==> src/rtl/lif_param_sequencer_if.sv <==
// Requester, loader and status signals of the LIF parameter sequencer.
// slave is the sequencer's side; master is the side that drives the requests and params_ready.
interface lif_param_sequencer_if;
    localparam int unsigned FRAME_W = 56;

    logic               req0_valid;
    logic [FRAME_W-1:0] req0_data;
    logic               req0_ready;
    logic               req1_valid;
    logic [FRAME_W-1:0] req1_data;
    logic               req1_ready;
    logic               ld_enable;
    logic               ld_load;
    logic               ld_serial;
    logic               ld_params_ready;
    logic               busy;
    logic               grant_id;
    logic               done;
    logic               done_ok;

    modport slave (
        input  req0_valid, req0_data, req1_valid, req1_data, ld_params_ready,
        output req0_ready, req1_ready, ld_enable, ld_load, ld_serial,
               busy, grant_id, done, done_ok
    );

    modport master (
        output req0_valid, req0_data, req1_valid, req1_data, ld_params_ready,
        input  req0_ready, req1_ready, ld_enable, ld_load, ld_serial,
               busy, grant_id, done, done_ok
    );
endinterface

==> src/rtl/lif_param_sequencer.sv <==
// Round-robin two-port front end that serializes 56-bit parameter frames into the LIF loader.
// Optional LIF_SEQ_RETRY_EN: replay the captured frame once after a params_ready timeout.
module lif_param_sequencer #(
    parameter int unsigned GAP_CYCLES = 3,
    parameter int unsigned TIMEOUT    = 16
) (
    input  logic                 clk,
    input  logic                 reset,
    lif_param_sequencer_if.slave bus
);
    localparam int unsigned FRAME_W = 56;
    localparam int unsigned BIT_W   = 6;
    localparam int unsigned TMO_W   = 8;
    localparam int unsigned GAP_W   = $clog2(GAP_CYCLES + 1);

    localparam logic [BIT_W-1:0] LAST_BIT = BIT_W'(FRAME_W - 1);
    localparam logic [GAP_W-1:0] GAP_LAST = GAP_W'(GAP_CYCLES - 1);
    localparam logic [TMO_W-1:0] TMO_LAST = TMO_W'(TIMEOUT - 1);

    typedef enum logic [2:0] {
        S_IDLE,
        S_PREAMBLE,
        S_SHIFT,
        S_GAP,
        S_WAIT_RDY,
        S_DONE
    } state_e;

    state_e             state_q,      state_d;
    logic [FRAME_W-1:0] shift_q,      shift_d;
    logic [BIT_W-1:0]   bit_cnt_q,    bit_cnt_d;
    logic [GAP_W-1:0]   gap_cnt_q,    gap_cnt_d;
    logic [TMO_W-1:0]   tmo_cnt_q,    tmo_cnt_d;
    logic               last_grant_q, last_grant_d;
    logic               grant_id_q,   grant_id_d;
    logic               done_ok_q,    done_ok_d;
    logic               done_q,       done_d;
    logic               busy_q,       busy_d;
    logic               ld_enable_q,  ld_enable_d;
    logic               ld_load_q,    ld_load_d;
    logic               ld_serial_q,  ld_serial_d;
`ifdef LIF_SEQ_RETRY_EN
    logic [FRAME_W-1:0] backup_q,     backup_d;
    logic               retried_q,    retried_d;
    logic               replay_q,     replay_d;
`endif

    logic idle_c;
    logic win0_c;
    logic win1_c;

    // Round-robin: on contention the port that did not win last time goes first.
    assign idle_c = (state_q == S_IDLE) && !reset;
    assign win0_c = bus.req0_valid && (!bus.req1_valid || last_grant_q);
    assign win1_c = bus.req1_valid && (!bus.req0_valid || !last_grant_q);

    assign bus.req0_ready = idle_c && win0_c;
    assign bus.req1_ready = idle_c && win1_c;

    always_comb begin
        state_d      = state_q;
        shift_d      = shift_q;
        bit_cnt_d    = bit_cnt_q;
        gap_cnt_d    = gap_cnt_q;
        tmo_cnt_d    = tmo_cnt_q;
        last_grant_d = last_grant_q;
        grant_id_d   = grant_id_q;
        done_ok_d    = done_ok_q;
`ifdef LIF_SEQ_RETRY_EN
        backup_d     = backup_q;
        retried_d    = retried_q;
        replay_d     = replay_q;
`endif

        unique case (state_q)
            S_IDLE: begin
                if (win0_c || win1_c) begin
                    state_d      = S_PREAMBLE;
                    shift_d      = win1_c ? bus.req1_data : bus.req0_data;
                    grant_id_d   = win1_c;
                    last_grant_d = win1_c;
`ifdef LIF_SEQ_RETRY_EN
                    backup_d     = win1_c ? bus.req1_data : bus.req0_data;
                    retried_d    = 1'b0;
                    replay_d     = 1'b0;
`endif
                end
            end
            S_PREAMBLE: begin
                state_d   = S_SHIFT;
                bit_cnt_d = '0;
            end
            S_SHIFT: begin
                if (bit_cnt_q == LAST_BIT) begin
                    state_d   = S_GAP;
                    gap_cnt_d = '0;
                end else begin
                    bit_cnt_d = bit_cnt_q + BIT_W'(1);
                end
            end
            S_GAP: begin
                if (gap_cnt_q == GAP_LAST) begin
`ifdef LIF_SEQ_RETRY_EN
                    if (replay_q) begin
                        state_d  = S_PREAMBLE;
                        replay_d = 1'b0;
                    end else begin
                        state_d   = S_WAIT_RDY;
                        tmo_cnt_d = '0;
                    end
`else
                    state_d   = S_WAIT_RDY;
                    tmo_cnt_d = '0;
`endif
                end else begin
                    gap_cnt_d = gap_cnt_q + GAP_W'(1);
                end
            end
            S_WAIT_RDY: begin
                if (bus.ld_params_ready) begin
                    state_d   = S_DONE;
                    done_ok_d = 1'b1;
                end else if (tmo_cnt_q == TMO_LAST) begin
`ifdef LIF_SEQ_RETRY_EN
                    // First timeout: idle through a full gap, then replay the saved frame.
                    if (!retried_q) begin
                        state_d   = S_GAP;
                        gap_cnt_d = '0;
                        shift_d   = backup_q;
                        retried_d = 1'b1;
                        replay_d  = 1'b1;
                    end else begin
                        state_d   = S_DONE;
                        done_ok_d = 1'b0;
                    end
`else
                    state_d   = S_DONE;
                    done_ok_d = 1'b0;
`endif
                end else begin
                    tmo_cnt_d = tmo_cnt_q + TMO_W'(1);
                end
            end
            S_DONE: begin
                state_d = S_IDLE;
            end
            default: begin
                state_d = S_IDLE;
            end
        endcase

        // Outputs follow the next state so they line up with the state they describe.
        ld_enable_d = 1'b1;
        ld_load_d   = (state_d == S_PREAMBLE) || (state_d == S_SHIFT);
        ld_serial_d = (state_d == S_SHIFT) && shift_q[FRAME_W-1];
        busy_d      = (state_d != S_IDLE);
        done_d      = (state_d == S_DONE);
        if (state_d == S_SHIFT) begin
            shift_d = {shift_q[FRAME_W-2:0], 1'b0};
        end
    end

    always_ff @(posedge clk) begin
        if (reset) begin
            state_q      <= S_IDLE;
            shift_q      <= '0;
            bit_cnt_q    <= '0;
            gap_cnt_q    <= '0;
            tmo_cnt_q    <= '0;
            last_grant_q <= 1'b1;
            grant_id_q   <= 1'b0;
            done_ok_q    <= 1'b0;
            done_q       <= 1'b0;
            busy_q       <= 1'b0;
            ld_enable_q  <= 1'b0;
            ld_load_q    <= 1'b0;
            ld_serial_q  <= 1'b0;
`ifdef LIF_SEQ_RETRY_EN
            backup_q     <= '0;
            retried_q    <= 1'b0;
            replay_q     <= 1'b0;
`endif
        end else begin
            state_q      <= state_d;
            shift_q      <= shift_d;
            bit_cnt_q    <= bit_cnt_d;
            gap_cnt_q    <= gap_cnt_d;
            tmo_cnt_q    <= tmo_cnt_d;
            last_grant_q <= last_grant_d;
            grant_id_q   <= grant_id_d;
            done_ok_q    <= done_ok_d;
            done_q       <= done_d;
            busy_q       <= busy_d;
            ld_enable_q  <= ld_enable_d;
            ld_load_q    <= ld_load_d;
            ld_serial_q  <= ld_serial_d;
`ifdef LIF_SEQ_RETRY_EN
            backup_q     <= backup_d;
            retried_q    <= retried_d;
            replay_q     <= replay_d;
`endif
        end
    end

    assign bus.ld_enable = ld_enable_q;
    assign bus.ld_load   = ld_load_q;
    assign bus.ld_serial = ld_serial_q;
    assign bus.busy      = busy_q;
    assign bus.grant_id  = grant_id_q;
    assign bus.done      = done_q;
    assign bus.done_ok   = done_ok_q;
endmodule

==> src/flat_wrapper.sv <==
// flat-port wrapper written by rule: the top's interface ports become plain ports
module lif_param_sequencer_flat 
#(
    parameter int unsigned GAP_CYCLES = 3,
    parameter int unsigned TIMEOUT    = 16
)
  (clk, reset, bus_req0_valid, bus_req0_data, bus_req1_valid, bus_req1_data, bus_ld_params_ready, bus_req0_ready, bus_req1_ready, bus_ld_enable, bus_ld_load, bus_ld_serial, bus_busy, bus_grant_id, bus_done, bus_done_ok);
  lif_param_sequencer_if bus_i ();
  input  logic clk;
  input  logic reset;
  input wire logic [$bits(bus_i.req0_valid)-1:0] bus_req0_valid;
  input wire logic [$bits(bus_i.req0_data)-1:0] bus_req0_data;
  input wire logic [$bits(bus_i.req1_valid)-1:0] bus_req1_valid;
  input wire logic [$bits(bus_i.req1_data)-1:0] bus_req1_data;
  input wire logic [$bits(bus_i.ld_params_ready)-1:0] bus_ld_params_ready;
  output wire logic [$bits(bus_i.req0_ready)-1:0] bus_req0_ready;
  output wire logic [$bits(bus_i.req1_ready)-1:0] bus_req1_ready;
  output wire logic [$bits(bus_i.ld_enable)-1:0] bus_ld_enable;
  output wire logic [$bits(bus_i.ld_load)-1:0] bus_ld_load;
  output wire logic [$bits(bus_i.ld_serial)-1:0] bus_ld_serial;
  output wire logic [$bits(bus_i.busy)-1:0] bus_busy;
  output wire logic [$bits(bus_i.grant_id)-1:0] bus_grant_id;
  output wire logic [$bits(bus_i.done)-1:0] bus_done;
  output wire logic [$bits(bus_i.done_ok)-1:0] bus_done_ok;
  assign bus_i.req0_valid = bus_req0_valid;
  assign bus_i.req0_data = bus_req0_data;
  assign bus_i.req1_valid = bus_req1_valid;
  assign bus_i.req1_data = bus_req1_data;
  assign bus_i.ld_params_ready = bus_ld_params_ready;
  assign bus_req0_ready = bus_i.req0_ready;
  assign bus_req1_ready = bus_i.req1_ready;
  assign bus_ld_enable = bus_i.ld_enable;
  assign bus_ld_load = bus_i.ld_load;
  assign bus_ld_serial = bus_i.ld_serial;
  assign bus_busy = bus_i.busy;
  assign bus_grant_id = bus_i.grant_id;
  assign bus_done = bus_i.done;
  assign bus_done_ok = bus_i.done_ok;
  lif_param_sequencer #(.GAP_CYCLES(GAP_CYCLES), .TIMEOUT(TIMEOUT)) u_core (.clk(clk), .reset(reset), .bus(bus_i));
endmodule
==> config.mk <==
export PLATFORM = sky130hd
export DESIGN_NAME = lif_param_sequencer_flat
export DESIGN_NICKNAME = d
export VERILOG_FILES = /design/src/rtl/lif_param_sequencer_if.sv /design/src/rtl/lif_param_sequencer.sv /design/src/flat_wrapper.sv
export SDC_FILE = /design/constraint.sdc
export NUM_CORES = 1
export LEC_CHECK = 0
export CAP_MARGIN = 10
export CORE_ASPECT_RATIO = 1.75
export CORE_MARGIN = 1
export CORE_UTILIZATION = 43
export CTS_CLUSTER_DIAMETER = 60
export DETAILED_ROUTE_END_ITERATION = 6
export HOLD_SLACK_MARGIN = 0.02
export PLACE_DENSITY_LB_ADDON = 0.08
export SLEW_MARGIN = 0
export SYNTH_ARGS = -nofsm -noshare
export SYNTH_HDL_FRONTEND = slang
export SYNTH_SLANG_ARGS = --single-unit
==> constraint.sdc <==
create_clock -name clk -period 2 [get_ports clk]
set_input_delay 0.6 -clock clk [delete_from_list [all_inputs] [get_ports clk]]
set_output_delay 0.6 -clock clk [all_outputs]
set_load 0.005 [all_outputs]
After elaboration in Yosys (flattened, before gate mapping)

Cells that the tools add are included.

Bits in registers: 83
Word-level logic and storage cells: 84

Add/subtract/negate cells: 3
Equality and inequality tests: 16
Multiplexer cells: 22
Reduce and logical (&&, ||, !) cells: 29

Operator list:

| operator                                                                | number |
|---|---|
| 56-bit two-way mux                                                      | 4 |
| 8-bit two-way mux                                                       | 3 |
| 8-bit one-hot mux with 2 select lines                                   | 1 |
| 3-bit two-way mux                                                       | 5 |
| 3-bit one-hot mux with 5 select lines                                   | 1 |
| 6-bit one-hot mux with 2 select lines                                   | 1 |
| 2-bit nonzero test                                                      | 6 |
| 3-bit by 2-bit == test with 1-bit output, second input constant         | 3 |
| 8-bit by 1-bit adder with 8-bit output, second input constant           | 1 |
| 8-bit by 4-bit == test with 1-bit output, second input constant         | 1 |
| 2-bit inequality test, second input constant                            | 4 |
| 2-bit AND reduction                                                     | 4 |
| 6-bit by 1-bit adder with 6-bit output, second input constant           | 1 |
| 3-bit by 1-bit == test with 1-bit output, second input constant         | 2 |
| 3-bit == test, second input constant                                    | 2 |
| 6-bit == test, second input constant                                    | 1 |
| 1-bit logical AND                                                       | 6 |
| 6-bit two-way mux                                                       | 1 |
| 1-bit zero test                                                         | 4 |
| 1-bit logical OR                                                        | 4 |
| 2-bit two-way mux                                                       | 2 |
| 2-bit by 1-bit inequality test with 1-bit output, second input constant | 2 |
| 2-bit one-hot mux with 2 select lines                                   | 1 |
| 4-bit AND reduction                                                     | 1 |
| other kinds (7)                                                         | 9 |

Logic depth before layout (Yosys ltp)

Gate-level depths: netlist of the first run.

Depth after elaboration: 9
Depth in mapped cells: 7
Gate-level depth less buffers: 6

Worst setup path after synthesis of the first run

OpenSTA, ideal clock, no wires.

Kind: in2out
Start point: input bus_req1_valid
End point: output bus_req1_ready
Data arrival time: 1.584 ns
Required time: 1.400 ns
Slack: -0.184 ns
Stages: 4
Buffers on the path: 2
Cells stage by stage: a21boi_1 -> buf_4 -> buf_2 -> nor3b_1

Longest elaborated chain between the ends: 2

Ends and longest elaborated chain:

| item              | RTL line                  | RTL |
|---|---|---|
| from (decl)       | flat_wrapper.sv:13        | `input wire logic [$bits(bus_i.req1_valid)-1:0] bus_req1_valid;` |
| 1-bit logical AND | lif_param_sequencer.sv:55 | `assign win1_c = bus.req1_valid && (!bus.req0_valid \|\| !last_grant_q);` |
| 1-bit logical AND | lif_param_sequencer.sv:58 | `assign bus.req1_ready = idle_c && win1_c;` |
| to (decl)         | flat_wrapper.sv:17        | `output wire logic [$bits(bus_i.req1_ready)-1:0] bus_req1_ready;` |

No other way between the ends.

Worst setup path in the final report of the first run

Start point: input bus_req0_valid
End point: output bus_req1_ready

Longest elaborated chain between the ends: 4

Ends and longest elaborated chain:

| item              | RTL line                  | RTL |
|---|---|---|
| from (decl)       | flat_wrapper.sv:11        | `input wire logic [$bits(bus_i.req0_valid)-1:0] bus_req0_valid;` |
| 1-bit zero test   | lif_param_sequencer.sv:55 |  |
| 1-bit logical OR  | lif_param_sequencer.sv:55 |  |
| 1-bit logical AND | lif_param_sequencer.sv:55 |  |
| 1-bit logical AND | lif_param_sequencer.sv:58 |  |

No other way between the ends.

==> summary.md, run 1 <==
| Metric | Value |
|---|---|
| Status | `finished, final reports clean` |
| DR WL met2 | `between 6 and 7 mm` |
| Vias in the first global route | `4,009` |
| Number of detailed-routing iterations run before antenna repair | `4` |
| CP arrival | `between 1 and 1.5 ns` |
| CP startpoint kind | `input pin` |
| Maximum vdd drop | `between 0.5 and 0.6 mV` |
| Design Area, Final | `about 6200 um2` |
| Top Layer Used | `met4` |
| Die Wd | `78.4 um` |
| Final Non-Filler Cells | `734` |
| Sink Count | `a little over 80` |
| Fin Clk Skew | `0.00624 ns` |
| Worst endpoint required time | `1.40 ns` |
| Worst min path class | `reg2reg` |
| TritonCTS Buffers | `9` |
| Number of flops mapped to enable cells by yosys | `0` |
| Yosys reg bits | `83` |
| Core ar. | `about 9900 um2` |
| Asr flop ratio synth | `0%` |
| Most frequent cells in the layout | `clkdlybuf4s50_1 (120), dfxtp_1 (83), nand2_1 (64)` |
| RSZ-0062 raised after global routing | `false` |
| Period Utilization, post-route | `97.2%` |
| All-Layer GR Usage | `~21%` |
| Area growth syn-to-layout | `41.9%` |
| Remaining Overflow, GRT | `0` |
| Max Fclk | `about 500 MHz` |
| I/O pin cnt | `between 100 and 150` |
| DRT iter0 DRCs | `roughly 190` |
| Synth Area per Inst | `around 9.3 um2` |
| Most common cell after layout, fill and taps aside | `clkdlybuf4s50_1` |
| Fillcell total | `about 900` |
| Max-cap violations | `0` |
| CTS tree | `done` |
| Worst-path clk slew | `approximately 0.060 ns` |
| GP Congestion | `~0.79` |
| Actual slew at the worst max-slew pin | `0.441 ns` |
| PwrDens | `slightly above 800 nW/um2` |
| Post-Synthesis Cells | `475` |
| Main synth FF type | `dfxtp_1` |
| Clock buffer depth | `2` |
| # placed instances | `around 720` |
| Root Buffer | `clkbuf_16` |
| Remaining antenna violation count | `0` |
| Final Critical Period | `between 1.5 and 2 ns` |
| Largest net degree at the start of global routing | `57` |
| Max_slew headroom | `a little over two thirds` |
| Drt total wl | `10.8 mm` |
| Die H | `about 140 um` |
| Routed wl met3 | `402 um` |
| Vias/cell | `around 5.5` |
| # H-tree levels | `3` |
| Yosys warns | `0` |
| CP max FO | `3` |
| Residual DRC count | `0` |
| Fin. max-slew vios | `0` |
| Layout cells sized above 1 | `around a tenth` |
| Endpoints failing hold | `0` |
| Routed vias | `4,030` |
| Cell Area, Synth | `4400 um2` |
| Leak | `0.00245 uW` |
| Reg2reg setup slack | `~0.090 ns` |
| Worst setup EP type | `primary output` |
| # diodes | `0` |
| Initial Utilization | `between 40% and 50%` |
| Final setup vio count | `0` |
| Register area share after synthesis | `37.8%` |
| # rows | `48` |
| Die Footprint | `10,600 um2` |
| Final setup TNS | `0 ns` |
| Port buffer count | `~130` |
| Layout Nets | `a little over 700` |
| Detail Placement HPWL | `~8 mm` |
| First-pass GRT wire length | `approximately 18 mm` |
| Clock Latency Late Sink | `0.34 ns` |
| M1 WL | `4.18 mm` |
| Post-synthesis cell type count | `roughly 50` |
| Placement Cell Area | `approximately 6000 um2` |
| Mapped Nets | `around 600` |
| Critical path type | `in2out` |
| Initial antenna violation count | `0` |
| Routed WL per cell | `14.8 um` |
cell families after synthesis:
logic type / count (synthesis) / share of synthesized area (%)
buf+inv: 42 / 5.44
xor+xnor: 5 / 0.996
flops: 83 / 37.8
fa+ha+maj: 3 / 0.854
simple gates: 184 / 22.3
mux: 58 / 13.2
compound gates: 100 / 19.4
synthesized netlist by cell type (all sizes together) (4+ instances only):
| cell type | instances | area (um2) |
|---|---|---|
| nor3 | 8 | 45.0 |
| mux2i | 57 | 571 |
| and2 | 5 | 31.3 |
| nand3 | 10 | 50.1 |
| or3 | 4 | 30.0 |
| clkbuf | 11 | 42.5 |
| inv | 5 | 18.8 |
| o21ai | 12 | 60.1 |
| nand4 | 5 | 31.3 |
| a21oi | 14 | 70.1 |
| dfxtp | 83 | 1660 |
| xor2 | 5 | 43.8 |
| nand2 | 64 | 240 |
| and3 | 5 | 31.3 |
| a32o | 55 | 551 |
| nor2 | 8 | 30.0 |
| nand2b | 61 | 382 |
| nor2b | 4 | 25.0 |
| buf | 25 | 174 |
worst max-delay path, cell delays in order:
cell and delay [ns]:
clkdlybuf4s15_1 0.24, a21boi_4 0.17, nor3b_4 0.20, buf_2 0.14
per-stage QoR:
stage	hold WS [ns]	power [uW]	setup slack, ns	util (%)
6_report	0.454	5030	0.0551	63.0
5_1_grt	0.476	5300	0.00649	63.0
4_1_cts	0.459	5080	0.00507	63.0
3_5_place_dp	0.445	3290	-0.741	59.7
3_3_place_gp	0.436	3260	-0.668	59.7
2_1_floorplan	0.420	2810	0.000592	-
cell type report:
cell class	instances	area [um2]	area share, %
clock inverter	4	73.8	1.18
timing repair buffer	154	1520	24.4
tap	125	156	2.51
multi-input combinational	350	2550	40.9
clock buffer	12	246	3.95
inverter	6	22.5	0.361
sequential	83	1660	26.6
flip-flops by register name, summed over array words and instances (netlist names):
name	flops
u_core.shift_q	56
u_core.bus.done_ok	1
u_core.bus.ld_enable	1
u_core.gap_cnt_q	2
u_core.bus.done	1
u_core.bus.ld_load	1
u_core.last_grant_q	1
u_core.tmo_cnt_q	8
u_core.bus.grant_id	1
u_core.state_q	3
u_core.bit_cnt_q	6
u_core.bus.busy	1
u_core.bus.ld_serial	1
power by group:
part           total, uW  switching [uW]  leakage, uW  internal, uW
sequential          1970            99.3     0.000682          1870
combinational       1280             568      0.00161           714
clock               1780             648     0.000157          1130
total               5030            1320      0.00245          3720
what timing repair did:
item / CTS / global route
gates resized for setup: 16 / 5
setup buffers: 1 / 0
pin swaps: 3 / 4
hold buffers: 0 / 0
endpoints found under the setup margin: 59 / 17
layer usage:
metal | up-vias | GRT usage (%)
met5 | - | 0
met4 | 0 | 8.02
met3 | 18 | 4.92
met2 | 93 | 40.6
met1 | 1909 | 22.5
li1 | 2010 | -
worst paths after layout:
check | depth (start not counted) | end | start
worst max register to register | 6 | u_core.shift_q[54] | u_core.bit_cnt_q[0]
worst max-delay path | 4 | bus_req1_ready | bus_req0_valid
worst min register to register | 1 | u_core.bus.ld_serial | u_core.shift_q[55]
worst min-delay path | 1 | u_core.bus.ld_serial | u_core.shift_q[55]
(Power assumes the default switching activity.)
==> run 2, diff against run 1 <==
==> constraint.sdc (replaced) <==
create_clock -name clk -period 1.6 [get_ports clk]
set_input_delay 0.48 -clock clk [delete_from_list [all_inputs] [get_ports clk]]
set_output_delay 0.48 -clock clk [all_outputs]
set_load 0.005 [all_outputs]
==> run 2 against run 1 <==
The run now ends with negative setup slack left. Clock power is 16% higher. Cell count increased by 6.0%. Final area is 11% higher. Non-clock buffer count rose by 45. Setup slack worse by 0.33 ns. Clock-buffer cell count increased by 1. Highest routed layer unchanged.
==> summary.md, run 2 (synthesis results as in run 1) <==
| Metric | Value |
|---|---|
| RSZ-0062 raised after global routing | `true` |
| Max_slew headroom | `62.8% (-7.5 points)` |
| Routed WL per cell | `16.2 um (+9.7%)` |
| WHS Endpoint | `u_core.shift_q[52]` |
| Residual DRC count | `0 (unchanged)` |
| Pre-CTS setup slack | `-0.835 ns (-0.0944 ns)` |
| Drt total wl | `12.6 mm (+16%)` |
| Routed vias | `4,297 (+6.6%)` |
| Reg with most FFs | `u_core.shift_q` |
| Largest register FFs | `56 (unchanged)` |
| Worst Path Buf+Inv | `2 (unchanged)` |
| Fin Clk Skew | `0.00520 ns (-0.00103 ns)` |
| Combinational group share of total power | `30.3% (+4.8 points)` |
| Final Non-Filler Cells | `778 (+6.0%)` |
| Layout cells sized above 1 | `20.1% (+10 points)` |
| PwrDens | `942 nW/um2 (+17%)` |
| Largest net degree at the start of global routing | `37 (-35%)` |
| Final Critical Period | `~1.9 ns` |
| Worst-path clk slew | `0.06 ns (about the same)` |
| Reg-to-Reg End | `u_core.shift_q[45]` |
| Initial antenna violation count | `0 (unchanged)` |
| Crit path cell chain | `ha_4 -> and4b_2 -> a2111oi_4 -> nor3_4 -> buf_12 -> buf_12 -> a32o_1` |
| GP Congestion | `0.775 (-1.5%)` |
| Core ar. | `9910 um2 (unchanged)` |
| Crit-path max cell delay | `0.40 ns (+0.16 ns)` |
| Endpoints failing hold | `0 (unchanged)` |
| Layout Nets | `769 (+6.2%)` |
| Initial Utilization | `44.4% (unchanged)` |
| CTS tree | `done` |
| Hold depth | `1 (unchanged)` |
| All-Layer GR Usage | `23.6% (+2.2 points)` |
| Remaining antenna violation count | `0 (unchanged)` |
| Slowest stage cell, crit path | `a2111oi_4` |
| Area growth syn-to-layout | `57.3%` |
| # diodes | `0 (unchanged)` |
| Port buffer count | `125 (unchanged)` |
| Cell Int Power | `4780 uW (+29%)` |
| Fin. max-slew vios | `0 (unchanged)` |
| Final setup vio count | `64 (+64)` |
| Most common cell after layout, fill and taps aside | `clkdlybuf4s50_1` |
| Detail Placement HPWL | `8.71 mm (+9.4%)` |
| Failing checks | `negative setup slack` |
| HP Start | `u_core.shift_q[51]` |
| First-pass GRT wire length | `19.7 mm (+8.8%)` |
| Biggest regs | `u_core.shift_q x56, u_core.tmo_cnt_q x8, u_core.bit_cnt_q x6` |
| CP arrival | `2.10 ns (+0.76 ns)` |
| Maximum vdd drop | `0.786 mV (+35%)` |
| Sequential power share | `38.0% (-1.2 points)` |
| Die H | `136 um (unchanged)` |
| Psw | `1730 uW (+32%)` |
| Clock Latency Late Sink | `0.33 ns (about the same)` |
| Max-cap violations | `0 (unchanged)` |
| TritonCTS Buffers | `9 (unchanged)` |
| Number of detailed-routing iterations run before antenna repair | `5 (+1)` |
| Switch share | `26.6% (+0.45 points)` |
| Delay-heaviest family, CP | `compound AO/OA/AOI/OAI gates` |
| Worst setup EP type | `flip-flop` |
| Clock buffer depth | `2 (unchanged)` |
| Fin util | `69.8% (+6.8 points)` |
| WHS | `0.459 ns (+0.00551 ns)` |
| Worst min path class | `reg2reg` |
| CP startpoint kind | `flip-flop` |
| DRT iter0 DRCs | `163 (-12%)` |
| Vias in the first global route | `4,469 (+11%)` |
| Die Footprint | `10,600 um2 (unchanged)` |
| Worst Slack Setup Final | `-0.277 ns (-0.332 ns)` |
| R2R depth | `7 (+1)` |
| Die Wd | `78.4 um (unchanged)` |
| Clock power frac | `31.7% (-3.6 points)` |
| I/O pin cnt | `126 (unchanged)` |
| Remaining Overflow, GRT | `0 (unchanged)` |
| Critical path type | `reg2reg` |
| Vias/cell | `5.52 (+0.60%)` |
| Period Utilization, post-route | `117%` |
| CP max FO | `9 (+6)` |
| FF-to-FF Start | `u_core.bit_cnt_q[1]` |
| Reg2reg setup slack | `-0.28 ns (-0.37 ns)` |
| Most frequent CP cell | `buf_12` |
| Sink Count | `83 (unchanged)` |
| Status | `complete, but fails checks` |
| Root Buffer | `clkbuf_16` |
| # placed instances | `744 (+3.8%)` |
| Most frequent cells in the layout | `clkdlybuf4s50_1 (112), dfxtp_1 (75), nand2_1 (64)` |
| Max Fclk | `~530 MHz` |
| Actual slew at the worst max-slew pin | `0.552 ns (+0.111 ns)` |
| Leak | `0.00279 uW (+14%)` |
| # H-tree levels | `3 (unchanged)` |
| Worst endpoint required time | `1.82 ns (+0.42 ns)` |
| # rows | `48 (unchanged)` |
run 2: changes by cell type in the layout (fill, tap and decap cells not counted), sizes merged:
cell | previous run | this run
buf | 31 | 74
dlygate4sd2 | 0 | 10
clkdlybuf4s50 | 120 | 112
clkbuf | 14 | 16
bufinv | 2 | 1
clkdlybuf4s15 | 1 | 0
clkinv | 3 | 2
run 2: power by group through the flow:
| stage | registers (uW) | logic, uW | clock network, uW |
|---|---|---|---|
| final | 2480 | 1970 | 2060 |
| after global routing | 2510 | 2140 | 2180 |
| after CTS | 2470 | 1850 | 2110 |
| after detailed placement | 2510 | 1750 | 0 |
| after global placement | 2510 | 1710 | 0 |
| after floorplan | 2480 | 1050 | 0 |
run 2: area by class of cell:
type                    instances  area (um2)
clock buffers                  13         260
repair buffers                199        2090
well taps                     125         156
multi-input cells             350        2690
inverters                       6        22.5
clock inverters                 2        35.0
fillers                       835        2990
flip-flops and latches         83        1670
run 2: per-stage QoR:
stage	TNS (ns)	total power, uW	instance area [um2]
after floorplan	-5.37	3530	4470
after global placement	-41.16	4210	6230
after detailed placement	-44.10	4270	6230
after CTS	-13.50	6430	6700
after global routing	-18.06	6830	6920
final	-15.18	6520	6920
run 2: timing repair:
item                                    4_1_cts  5_1_grt
gates cloned                                  3        3
hold buffers                                  0        0
pin swaps                                    11       12
resized for setup                            35       30
buffers inserted                              6        9
endpoints found under the setup margin       78       72
run 2: metal layers:
metal,track usage (%),share of wire (%)
met5,0,0
met4,10.9,2.7
met2,47.4,58
met3,3.97,3.1
met1,22.6,36
run 2: worst max path at each step:
stage / start / to / depth (start not counted)
after CTS: u_core.bit_cnt_q[1] / u_core.shift_q[15] / 7
after detailed placement: reset / bus_req1_ready / 4
final: u_core.bit_cnt_q[1] / u_core.shift_q[45] / 7
after global routing: u_core.bit_cnt_q[1] / u_core.shift_q[9] / 7
after floorplan: u_core.bit_cnt_q[0] / u_core.shift_q[29] / 7
after global placement: reset / bus_req1_ready / 4
